==> config.mk <==
export PLATFORM = sky130hd
export DESIGN_NAME = eth_pause_ctrl_gen
export DESIGN_NICKNAME = d
export VERILOG_FILES = /design/src/rtl/eth_pause_ctrl_gen.sv
export SDC_FILE = /design/constraint.sdc
export NUM_CORES = 1
export LEC_CHECK = 0
export ABC_AREA = 1
export BUFFER_PORTS_ARGS = -buffer_cell sky130_fd_sc_hd__buf_2
export CAP_MARGIN = 20
export CORE_MARGIN = 2
export CORE_UTILIZATION = 60
export DETAILED_ROUTE_END_ITERATION = 16
export HOLD_SLACK_MARGIN = 0.12
export PLACE_DENSITY_LB_ADDON = 0.3
export SYNTH_ARGS = -nofsm -noshare
export SYNTH_HDL_FRONTEND = slang
export SYNTH_SLANG_ARGS = --single-unit
export TNS_END_PERCENT = 30
==> constraint.sdc <==
create_clock -name clk -period 4.7 [get_ports clk]
set_clock_uncertainty 0.15 [all_clocks]
set_input_delay 0.47 -clock clk [delete_from_list [all_inputs] [get_ports clk]]
set_output_delay 0.47 -clock clk [all_outputs]
set_load 0.005 [all_outputs]
==> src/rtl/eth_pause_ctrl_gen.sv <==
// Pause/PFC sideband generator: hysteresis on per-priority RX fill levels, with a periodic XOFF refresh.
// Latency: 1 cycle from fill_level/cfg to pause_xoff/pause_xon/pfc_xoff. No input pipeline.
// Backpressure: none accepted; the outputs are the backpressure request towards the MAC.
module eth_pause_ctrl_gen #(
    parameter int NUM_PRIO = 8,
    parameter int LEVEL_W  = 12,
    parameter int TMR_W    = 16
) (
    input  logic                        clk,
    input  logic                        rst,
    input  logic                        cfg_en,
    input  logic                        cfg_pfc_mode,
    input  logic [LEVEL_W-1:0]          cfg_xoff_thresh,
    input  logic [LEVEL_W-1:0]          cfg_xon_thresh,
    input  logic [TMR_W-1:0]            cfg_refresh,
    input  logic [NUM_PRIO*LEVEL_W-1:0] fill_level,
    input  logic                        mac_pfc_pause,
    output logic                        pause_xoff,
    output logic                        pause_xon,
    output logic [NUM_PRIO-1:0]         pfc_xoff,
    output logic [TMR_W-1:0]            stat_xoff_cnt,
    output logic [TMR_W-1:0]            stat_pause_rx_cnt
);

    localparam logic [0:0] ST_IDLE = 1'b0;
    localparam logic [0:0] ST_XOFF = 1'b1;

    logic [NUM_PRIO-1:0] hi;
    logic [NUM_PRIO-1:0] lo;
    logic                congested;
    logic                released;
    logic                link_active;
    logic                pfc_active;

    logic [0:0]          state;
    logic [0:0]          state_nxt;
    logic [TMR_W-1:0]    timer;
    logic [TMR_W-1:0]    timer_nxt;
    logic                xoff_nxt;
    logic                xon_nxt;
    logic [NUM_PRIO-1:0] pfc_nxt;
    logic                mac_pause_q;

    // Per-priority threshold flags and the link-level aggregate (hi beats lo on overlap).
    always_comb begin
        hi = '0;
        lo = '0;
        for (int i = 0; i < NUM_PRIO; i++) begin
            hi[i] = fill_level[i*LEVEL_W +: LEVEL_W] >= cfg_xoff_thresh;
            lo[i] = fill_level[i*LEVEL_W +: LEVEL_W] <= cfg_xon_thresh;
        end
        congested   = |hi;
        released    = (&lo) && !congested;
        link_active = cfg_en && !cfg_pfc_mode;
        pfc_active  = cfg_en && cfg_pfc_mode;
    end

    // Link pause FSM: release/disable outranks refresh, so an expiring timer never doubles up with XON.
    always_comb begin
        state_nxt = state;
        timer_nxt = timer;
        xoff_nxt  = 1'b0;
        xon_nxt   = 1'b0;
        case (state)
            ST_IDLE: begin
                if (link_active && congested) begin
                    xoff_nxt  = 1'b1;
                    timer_nxt = cfg_refresh;
                    state_nxt = ST_XOFF;
                end
            end
            ST_XOFF: begin
                if (released || !link_active) begin
                    xon_nxt   = 1'b1;
                    state_nxt = ST_IDLE;
                end else if ((cfg_refresh != '0) && (timer == TMR_W'(1))) begin
                    xoff_nxt  = 1'b1;
                    timer_nxt = cfg_refresh;
                end else if (timer != '0) begin
                    timer_nxt = timer - TMR_W'(1);
                end
            end
            default: state_nxt = ST_IDLE;
        endcase
    end

    // Per-priority PFC hysteresis; leaving PFC mode clears every level so re-entry starts from 0.
    always_comb begin
        pfc_nxt = '0;
        for (int i = 0; i < NUM_PRIO; i++) begin
            if (!pfc_active) begin
                pfc_nxt[i] = 1'b0;
            end else if (hi[i]) begin
                pfc_nxt[i] = 1'b1;
            end else if (lo[i]) begin
                pfc_nxt[i] = 1'b0;
            end else begin
                pfc_nxt[i] = pfc_xoff[i];
            end
        end
    end

    // Output and FSM registers.
    always_ff @(posedge clk or posedge rst) begin
        if (rst) begin
            state      <= ST_IDLE;
            timer      <= '0;
            pause_xoff <= 1'b0;
            pause_xon  <= 1'b0;
            pfc_xoff   <= '0;
        end else begin
            state      <= state_nxt;
            timer      <= timer_nxt;
            pause_xoff <= xoff_nxt;
            pause_xon  <= xon_nxt;
            pfc_xoff   <= pfc_nxt;
        end
    end

    // Saturating status counters: XOFF pulses sent (incl. refreshes) and MAC pause rising edges.
    always_ff @(posedge clk or posedge rst) begin
        if (rst) begin
            stat_xoff_cnt     <= '0;
            stat_pause_rx_cnt <= '0;
            mac_pause_q       <= 1'b0;
        end else begin
            mac_pause_q <= mac_pfc_pause;
            if (xoff_nxt && (stat_xoff_cnt != '1)) begin
                stat_xoff_cnt <= stat_xoff_cnt + TMR_W'(1);
            end
            if (mac_pfc_pause && !mac_pause_q && (stat_pause_rx_cnt != '1)) begin
                stat_pause_rx_cnt <= stat_pause_rx_cnt + TMR_W'(1);
            end
        end
    end

endmodule

==> impl_metrics.yaml, run 1 <==
run_status:
  run_status: "completed"
cts:
  ctsLongestPathBuffers: 2
  number_of_buffers_inserted_during_clock_tree_synthesis: 9
  cts.repair.resized: 0
  tritoncts: "built"
  ctsRootBufferMaster: "sky130_fd_sc_hd__clkbuf_16"
  postCtsSetupBuffers: 0
  htree_num_levels: 3
  clkLatencyLatePin_ps: 330
  cts_hold_buffers: 1
  cts.sinks: 60
  worst_setup_hold_path_clk_slew_ps: 50
drt:
  dr.pass1.iters: 5
  routedWlPerCell_microns: 14.4
  detailroute.via_count: 8079
  vias_per_cell: 5.40
  drt_drc: 0
  routed_wl_mm: 21.6
  post_drt_antenna_nets: 0
  dr.first_iter.drc_count: 559
power:
  vdd.ir_drop.worst_mv: 0.244
  powerDensity_nw_per_um2: 233
  static_leakage_power_uw: 0.00549
  power.total_uw: 2220
layout:
  final_common_cell: "sky130_fd_sc_hd__nand2_1"
  drive_above_1_share_pct: 17.7
  final_cell_mix: "sky130_fd_sc_hd__nand2_1 (324), sky130_fd_sc_hd__ha_1 (196), sky130_fd_sc_hd__buf_2 (182), sky130_fd_sc_hd__inv_1 (128), sky130_fd_sc_hd__nor2_1 (96)"
  fin_nets: 1651
  syn2layout_area_growth_pct: 17.6
  fillerInstances: 1125
floorplanning:
  die_w_microns: 120
  core.rowCount: 42
  core_region_area_sq_um: 13200
  io_pins: 183
  die_y_microns: 120
  dieArea_sq_um: 14400
  floorplan.initialDensity_pct: 61.3
sta:
  fin_setup_tns_ps: 0
  layout_min_cycle_time_ps: 3020
  max_clock_freq_mhz: 332
  finalSetupViolations: 0
  slew_headroom_pct: 47.7
  post_route_clock_period_utilization_pct: 64.2
  max_slew.worst_pin.slew_ps: 784
  rsz_0062_raised_after_global_routing: "no"
  slew_viol_final: 0
  report.final.hold_viol_count: 0
flow_run:
  maxCapViolCount: 0
logic_synthesis:
  ys_seq_area_share_pct: 18.6
  yosys.cell_types.count: 40
  number_of_nets_in_the_synthesized_netlist: 1466
  synthesis.yosys.warnings: 0
  postSynthRegisterBits: 60
  synth.cell_area_sq_um: 8080
  syn_area_per_cell_sq_um: 7.16
  post_synth_inst_count: 1129
global_route:
  grt_pass1_vias: 7690
  antenna_found_initial: 0
  groute.usage.overall_pct: 30.1
  grt_first_pass_wirelength_mm: 35.0
  gr-total-overflow: 0
  grt_start_max_net_pins: 61
worst_setup_path:
  timing.critical_path.arrival_ps: 3080
  crit_required_ps: 4770
  crit_fanout: 38
  critPathKind: "register to register"
  timing.critical_path.to_type: "register"
  worstSetupStartpointType: "register"
placement:
  port_buffers: 182
  dp_hpwl_mm: 17.6
  place_congestion: 0.867
worst_hold_path:
  holdCritPathClass: "input pin to asynchronous set/reset pin"
-- layer usage --
metal,vias to the layer above,GRT usage (%),wire [microns]
li1,4151,-,-
met2,265,51.7,10200
met4,0,8.82,457
met5,-,0,0
met3,38,4.99,1270
met1,3625,38.8,9600
-- power breakdown --
group / internal, uW / switching [uW]
combinational: 325 / 439
sequential: 585 / 91.2
clock: 532 / 246
-- final timing paths --
kind                                              startpoint                           endpoint  slack, ps  cells after the start
setup / recovery                        timer[8]$_DFFE_PP0P_              timer[12]$_DFFE_PP0P_       1680                     12
hold / removal                                           rst   stat_pause_rx_cnt[1]$_DFFE_PP0P_        210                      3
setup reg to reg                        timer[8]$_DFFE_PP0P_              timer[12]$_DFFE_PP0P_       1680                     12
hold reg to reg            stat_pause_rx_cnt[11]$_DFFE_PP0P_  stat_pause_rx_cnt[11]$_DFFE_PP0P_        340                      1
max in group asynchronous                                rst               timer[7]$_DFFE_PP0P_       3670                      3
min in group clk                              cfg_refresh[8]               timer[8]$_DFFE_PP0P_        330                      4
-- flip-flops by register name (all words and copies together) (netlist names) --
register           cells
timer                 16
stat_xoff_cnt         16
mac_pause_q            1
pfc_xoff               8
state                  1
pause_xon              1
pause_xoff             1
stat_pause_rx_cnt     16
-- cells by family (layout without fill, tap and decap cells) --
| logic type | count (synthesis) | count (layout) | synth area share [%] |
|---|---|---|---|
| fa+ha+maj | 196 | 196 | 30.3 |
| compound gates | 119 | 119 | 8.22 |
| simple gates | 576 | 576 | 31.7 |
| buf+inv | 142 | 332 | 7.22 |
| flops | 60 | 60 | 18.6 |
| xor+xnor | 36 | 36 | 3.90 |
| other cells | 0 | 1 | 0 |
-- synthesized netlist by cell type (all sizes together) --
| cell | instances | share of area, % |
|---|---|---|
| and2 | 12 | 0.94 |
| nor4 | 5 | 0.46 |
| o21a | 7 | 0.65 |
| o21ai | 21 | 1.3 |
| or2 | 3 | 0.23 |
| inv | 130 | 6.0 |
| nor3 | 9 | 0.82 |
| xor2 | 21 | 2.3 |
| nand2 | 337 | 16 |
| buf | 12 | 1.2 |
| nor2 | 102 | 5.0 |
| nand3 | 57 | 3.7 |
| nand3b | 7 | 0.81 |
| a41oi | 1 | 0.11 |
| a31oi | 1 | 0.077 |
| nand4 | 44 | 3.7 |
| o21bai | 2 | 0.19 |
| xnor2 | 15 | 1.6 |
| a21o | 12 | 1.1 |
| a21oi | 75 | 4.8 |
| ha | 196 | 30 |
| dfrtp | 60 | 19 |
-- critical path: stages, from the launching register on --
cell and delay, ps:
sky130_fd_sc_hd__dfrtp_1 430, sky130_fd_sc_hd__or2_1 290, sky130_fd_sc_hd__nor3_2 190, sky130_fd_sc_hd__nand2_1 120, sky130_fd_sc_hd__nor3_2 150, sky130_fd_sc_hd__nand2_1 120, sky130_fd_sc_hd__nand2_2 70, sky130_fd_sc_hd__buf_4 360
sky130_fd_sc_hd__inv_2 230, sky130_fd_sc_hd__nand3b_4 270, sky130_fd_sc_hd__nand2_2 260, sky130_fd_sc_hd__nand2_1 170, sky130_fd_sc_hd__nand2_1 70
-- through the flow --
stage / util (%) / worst slack, ps / hold WS, ps / cell area [sq um] / instances
after detailed placement: 69.3 / 1620 / 331 / 9140 / 1478
after global routing: 72.0 / 1540 / 290 / 9500 / 1495
final: 72.0 / 1680 / 206 / 9500 / 1496
after global placement: 69.3 / 1750 / 326 / 9140 / 1478
after CTS: 72.0 / 1730 / 236 / 9500 / 1495
after floorplan: - / 2300 / 314 / 8080 / 1129
-- final cells by class --
cell class | count | area (sq um) | share of cell area (%)
Clock inverter | 6 | 111 | 1.17
Sequential cell | 60 | 1500 | 15.8
Timing Repair Buffer | 186 | 943 | 9.93
Multi-Input combinational cell | 927 | 6000 | 63.1
Inverter | 130 | 488 | 5.14
Antenna cell | 1 | 2.50 | 0.0263
Clock buffer | 10 | 239 | 2.52
Tap cell | 176 | 220 | 2.32
No activity file was read; power rests on OpenSTA's default activity.
==> inputs of run 2 (changes only) <==
--- a/config.mk
+++ b/config.mk
@@ -9,7 +9,7 @@
 export BUFFER_PORTS_ARGS = -buffer_cell sky130_fd_sc_hd__buf_2
 export CAP_MARGIN = 20
 export CORE_MARGIN = 2
-export CORE_UTILIZATION = 60
+export CORE_UTILIZATION = 57
 export DETAILED_ROUTE_END_ITERATION = 16
 export HOLD_SLACK_MARGIN = 0.12
 export PLACE_DENSITY_LB_ADDON = 0.3
==> constraint.sdc (replaced) <==
create_clock -name clk -period 3 [get_ports clk]
set_clock_uncertainty 0.15 [all_clocks]
set_input_delay 0.3 -clock clk [delete_from_list [all_inputs] [get_ports clk]]
set_output_delay 0.3 -clock clk [all_outputs]
set_load 0.005 [all_outputs]
==> impl_metrics.yaml, run 2 (synthesis gave the netlist of run 1 again) <==
placement:
  dp_hpwl_mm: 17.7
  preCtsSetupSlack_ps: -45.8
  port_buffers: 182
  place_congestion: 0.884
global_route:
  antenna_found_initial: 0
  groute.usage.overall_pct: 28.7
  grt_start_max_net_pins: 49
  grt_first_pass_wirelength_mm: 34.5
  global_route.usage.met2_pct: 49.8
  grt_pass1_vias: 7637
  grtUsageMet1_pct: 36.9
  gr-total-overflow: 0
  grt.busiest_layer: "met2"
  grt_met3_use_pct: 3.83
drt:
  dr.pass1.iters: 5
  routed_wl_mm: 21.5
  drt_drc: 0
  post_drt_antenna_nets: 0
  vias_per_cell: 5.41
  routedWlPerCell_microns: 14.3
  dr.first_iter.drc_count: 489
  detailroute.via_count: 8157
worst_setup_path:
  worstRegToRegCells: 11
  worstSetupStartpointType: "input pin"
  critical_r2r_launch: "timer[8]$_DFFE_PP0P_"
  r2r_end: "timer[4]$_DFFE_PP0P_"
  timing.critical_path.arrival_ps: 2830
  ff2ff_setup_slack_ps: 630
  endpoint: "stat_xoff_cnt[11]$_DFFE_PP0P_"
  critPathKind: "input pin to register"
  crit_start: "cfg_xoff_thresh[7]"
  timing.critical_path.to_type: "register"
  crit_fanout: 15
  crit_required_ps: 3120
flow_run:
  maxCapViolCount: 0
sta:
  slew_viol_final: 0
  fin_worst_hold_slack_ps: 158
  rsz_0062_raised_after_global_routing: "no"
  layout_min_cycle_time_ps: 2720
  final_critical_path_setup_slack_ps: 281
  report.final.hold_viol_count: 0
  max_slew.worst_pin.slew_ps: 514
  post_route_clock_period_utilization_pct: 90.6
  finalSetupViolations: 0
  slew_headroom_pct: 65.7
  max_clock_freq_mhz: 368
layout:
  syn2layout_area_growth_pct: 18.5
  largestRegisters: "stat_pause_rx_cnt x16, stat_xoff_cnt x16, timer x16"
  final_common_cell: "sky130_fd_sc_hd__nand2_1"
  fillerInstances: 1257
  fin_nets: 1658
  drive_above_1_share_pct: 18.0
  final_cell_mix: "sky130_fd_sc_hd__nand2_1 (324), sky130_fd_sc_hd__ha_1 (196), sky130_fd_sc_hd__buf_2 (182), sky130_fd_sc_hd__inv_1 (128), sky130_fd_sc_hd__nor2_1 (96)"
power:
  static_leakage_power_uw: 0.00553
  vdd.ir_drop.worst_mv: 0.428
  powerDensity_nw_per_um2: 364
worst_hold_path:
  holdCritPathClass: "input pin to register"
cts:
  worst_setup_hold_path_clk_slew_ps: 50
  htree_num_levels: 3
  ctsLongestPathBuffers: 2
  cts.sinks: 60
  postCtsSetupBuffers: 0
  ctsRootBufferMaster: "sky130_fd_sc_hd__clkbuf_16"
  clkLatencyLatePin_ps: 330
  number_of_buffers_inserted_during_clock_tree_synthesis: 9
  tritoncts: "built"
floorplanning:
  io_pins: 183
  core_region_area_sq_um: 13900
  floorplan.initialDensity_pct: 58.2
  die_w_microns: 123
  dieArea_sq_um: 15100
  die_y_microns: 123
  core.rowCount: 43
run_status:
  run_status: "completed"
run 2: cell count changes in the layout (fill, tap and decap cells not counted), sizes merged:
cell         delta
a21oi           +1
clkbuf          +2
dlygate4sd3     +1
clkinvlp        -1
buf             +5
clkinv          -1
run 2: worst max-delay path, stage by stage:
cell and delay (ps):
sky130_fd_sc_hd__buf_2 90, sky130_fd_sc_hd__inv_1 270, sky130_fd_sc_hd__ha_1 310, sky130_fd_sc_hd__a21o_1 160, sky130_fd_sc_hd__o21ai_0 200, sky130_fd_sc_hd__nand4_1 170, sky130_fd_sc_hd__nor2_1 220, sky130_fd_sc_hd__nand2_1 100
sky130_fd_sc_hd__nor2_2 290, sky130_fd_sc_hd__buf_4 180, sky130_fd_sc_hd__nand2_1 120, sky130_fd_sc_hd__nand4_4 240, sky130_fd_sc_hd__nand2_1 100, sky130_fd_sc_hd__nand2_1 80
run 2: through the flow:
| stage | instances | utilization [%] | TNS (ps) | instance area (sq um) | power (uW) |
|---|---|---|---|---|---|
| 2_1_floorplan | 1129 | - | 0 | 8080 | 1840 |
| 4_1_cts | 1504 | 68.8 | 0 | 9550 | 3490 |
| 3_3_place_gp | 1486 | 66.1 | -176 | 9170 | 2220 |
| 6_report | 1507 | 69.0 | 0 | 9580 | 3490 |
| 3_5_place_dp | 1486 | 66.1 | -516 | 9170 | 2250 |
| 5_1_grt | 1506 | 69.0 | 0 | 9570 | 3750 |
run 2: area by class of cell:
class	count	area (sq um)	share of cell area [%]
Clock inverter	4	95.1	0.993
Inverter	130	488	5.10
Timing Repair Buffer	192	1000	10.5
Tap cell	180	225	2.35
Antenna cell	1	2.50	0.0261
Sequential cell	60	1500	15.7
Multi-Input combinational cell	928	6000	62.7
Clock buffer	12	256	2.68
run 2: per-layer routing:
metal | share of wire (%) | wire (microns)
met5 | 0 | 0
met3 | 5.3 | 1140
met2 | 47 | 10100
met4 | 2.8 | 602
met1 | 45 | 9670
run 2: worst min path at each step:
| stage | startpoint | depth (start not counted) | end |
|---|---|---|---|
| 3_5_place_dp | mac_pfc_pause | 1 | mac_pause_q$_DFF_PP0_ |
| 2_1_floorplan | mac_pfc_pause | 0 | mac_pause_q$_DFF_PP0_ |
| 5_1_grt | cfg_refresh[8] | 4 | timer[8]$_DFFE_PP0P_ |
| 6_report | cfg_refresh[8] | 4 | timer[8]$_DFFE_PP0P_ |
| 4_1_cts | cfg_refresh[8] | 4 | timer[8]$_DFFE_PP0P_ |
| 3_3_place_gp | mac_pfc_pause | 1 | mac_pause_q$_DFF_PP0_ |
run 2: timing repair:
action / in CTS / in global routing
endpoints found under the hold margin: 47 / 0
hold buffers: 2 / 0
setup endpoints to repair: 0 / 16
gates resized for setup: 0 / 0
run 2: report_power, final:
part / switching (uW) / internal, uW
clock network: 373 / 855
registers: 143 / 917
logic: 684 / 516
==> inputs of run 3 (changes only) <==
--- a/config.mk
+++ b/config.mk
@@ -8,7 +8,6 @@
 export ABC_AREA = 1
 export BUFFER_PORTS_ARGS = -buffer_cell sky130_fd_sc_hd__buf_2
 export CAP_MARGIN = 20
-export CORE_MARGIN = 2
 export CORE_UTILIZATION = 57
 export DETAILED_ROUTE_END_ITERATION = 16
 export HOLD_SLACK_MARGIN = 0.12
==> constraint.sdc (replaced) <==
create_clock -name clk -period 2.7 [get_ports clk]
set_clock_uncertainty 0.15 [all_clocks]
set_input_delay 0.27 -clock clk [delete_from_list [all_inputs] [get_ports clk]]
set_output_delay 0.27 -clock clk [all_outputs]
set_load 0.005 [all_outputs]
==> impl_metrics.yaml, run 3 (synthesis gave the netlist of run 1 again) <==
worst_setup_path:
  crit_required_ps: 2820
  critical-path-slowest-cell: "sky130_fd_sc_hd__inv_1"
  crit_path_cell_trace: "buf_2, inv_1, buf_4, ha_1, nand2_1, inv_1, nand2_1, nand2_1, nand2_1, nand4_1, nor2_1, nand2_1, nor2_2, nand2_1, nand4_4, nand2_1, nand2_1"
  critPathKind: "input pin to register"
  timing.critical_path.to_type: "register"
  timing.critical_path.slowest_cell_delay_ps: 280
  timing.critical_path.arrival_ps: 2550
  crit_top_cell: "sky130_fd_sc_hd__nand2_1"
  crit_fanout: 15
  worstSetupStartpointType: "input pin"
sta:
  max_slew.worst_pin.slew_ps: 564
  layout_min_cycle_time_ps: 2440
  finalSetupViolations: 0
  rsz_0062_raised_after_global_routing: "no"
  report.final.hold_viol_count: 0
  slew_headroom_pct: 62.3
  final_critical_path_setup_slack_ps: 263
  slew_viol_final: 0
  post_route_clock_period_utilization_pct: 90.2
  max_clock_freq_mhz: 410
cts:
  htree_num_levels: 3
  tritoncts: "built"
  number_of_buffers_inserted_during_clock_tree_synthesis: 9
  worst_setup_hold_path_clk_slew_ps: 50
  cts.sinks: 60
  ctsLongestPathBuffers: 2
  clkLatencyLatePin_ps: 330
  ctsRootBufferMaster: "sky130_fd_sc_hd__clkbuf_16"
floorplanning:
  core_region_area_sq_um: 13900
  io_pins: 183
  floorplan.initialDensity_pct: 58.2
  die_y_microns: 121
  die_w_microns: 121
  core.rowCount: 43
  dieArea_sq_um: 14700
power:
  powerDensity_nw_per_um2: 388
  power.total_uw: 3790
  vdd.ir_drop.worst_mv: 0.621
  static_leakage_power_uw: 0.00562
drt:
  detailroute.via_count: 8214
  post_drt_antenna_nets: 0
  routedWlPerCell_microns: 14.4
  dr.first_iter.drc_count: 510
  routed_wl_mm: 22.0
  drt_drc: 0
  dr.pass1.iters: 5
  vias_per_cell: 5.40
flow_run:
  maxCapViolCount: 0
global_route:
  grt_first_pass_wirelength_mm: 36.2
  gr-total-overflow: 0
  grt_pass1_vias: 7991
  antenna_found_initial: 2
  grt_start_max_net_pins: 36
  groute.usage.overall_pct: 31.3
layout:
  layout.cell_area.non_filler_sq_um: 9760
  syn2layout_area_growth_pct: 20.8
  final_common_cell: "sky130_fd_sc_hd__nand2_1"
  fin_nets: 1671
  final_cell_mix: "sky130_fd_sc_hd__nand2_1 (324), sky130_fd_sc_hd__ha_1 (196), sky130_fd_sc_hd__buf_2 (182), sky130_fd_sc_hd__inv_1 (128), sky130_fd_sc_hd__nor2_1 (96)"
  drive_above_1_share_pct: 18.7
  largestRegisters: "stat_pause_rx_cnt x16, stat_xoff_cnt x16, timer x16"
placement:
  place_area_sq_um: 9400
  port_buffers: 182
  place_congestion: 0.888
  preCtsSetupSlack_ps: -44.1
  dp_hpwl_mm: 18.1
run_status:
  run_status: "completed"
worst_hold_path:
  holdCritPathClass: "input pin to register"
run 3: final cells by class:
| type | count | area (sq um) |
|---|---|---|
| multi-input combinational | 927 | 6000 |
| fill | 1177 | 4120 |
| sequential | 60 | 1500 |
| timing repair buffer | 206 | 1220 |
| inverter | 130 | 488 |
| clock buffer | 11 | 243 |
| tap | 180 | 225 |
| clock inverter | 5 | 75.1 |
| antenna | 2 | 5.00 |
run 3: critical path, delay by kind of cell:
family | cells | cell delay (ps)
fa+ha+maj | 1 | 220
simple gates | 12 | 1460
buf+inv | 4 | 600
run 3: through the flow:
step                      hold slack, ps  cells  setup TNS, ps  utilization, %
final                                134   1521              0            70.3
after global routing                 155   1521              0            70.3
after CTS                            124   1519              0            70.3
after detailed placement             201   1500           -561            67.7
after global placement               206   1500          -2.68            67.7
after floorplan                      151   1129              0               -
run 3: layer usage:
layer	wire length [microns]	vias to the layer above	share of wire [%]	track usage, %
met3	1380	35	6.3	4.42
met2	10500	282	48	54.2
met4	464	0	2.1	9.49
li1	-	4191	-	-
met1	9580	3706	44	40.1
met5	0	-	0	0
run 3: final timing paths:
check / startpoint / slack [ps] / to / depth (start not counted)
worst max-delay path: cfg_xoff_thresh[2] / 260 / stat_xoff_cnt[15]$_DFFE_PP0P_ / 17
worst min-delay path: cfg_refresh[15] / 130 / timer[15]$_DFFE_PP0P_ / 5
worst max register to register: timer[8]$_DFFE_PP0P_ / 350 / timer[9]$_DFFE_PP0P_ / 11
worst min register to register: stat_pause_rx_cnt[12]$_DFFE_PP0P_ / 340 / stat_pause_rx_cnt[12]$_DFFE_PP0P_ / 1
max in group asynchronous: rst / 1410 / timer[14]$_DFFE_PP0P_ / 4
min in group asynchronous: rst / 390 / stat_xoff_cnt[7]$_DFFE_PP0P_ / 3
run 3: report_power, final:
group | switching [uW] | internal (uW) | total [uW] | leakage [uW]
Clock | 402 | 827 | 1230 | 0.000159
Combinational | 773 | 609 | 1380 | 0.00468
Sequential | 160 | 1020 | 1180 | 0.000782
Total | 1340 | 2450 | 3790 | 0.00562
run 3: timing repair:
item | in CTS | in global routing
endpoints found under the hold margin | 27 | 0
setup endpoints to repair | 0 | 1
hold buffers | 3 | 0
buffers inserted | 0 | 0
resized for setup | 0 | 1
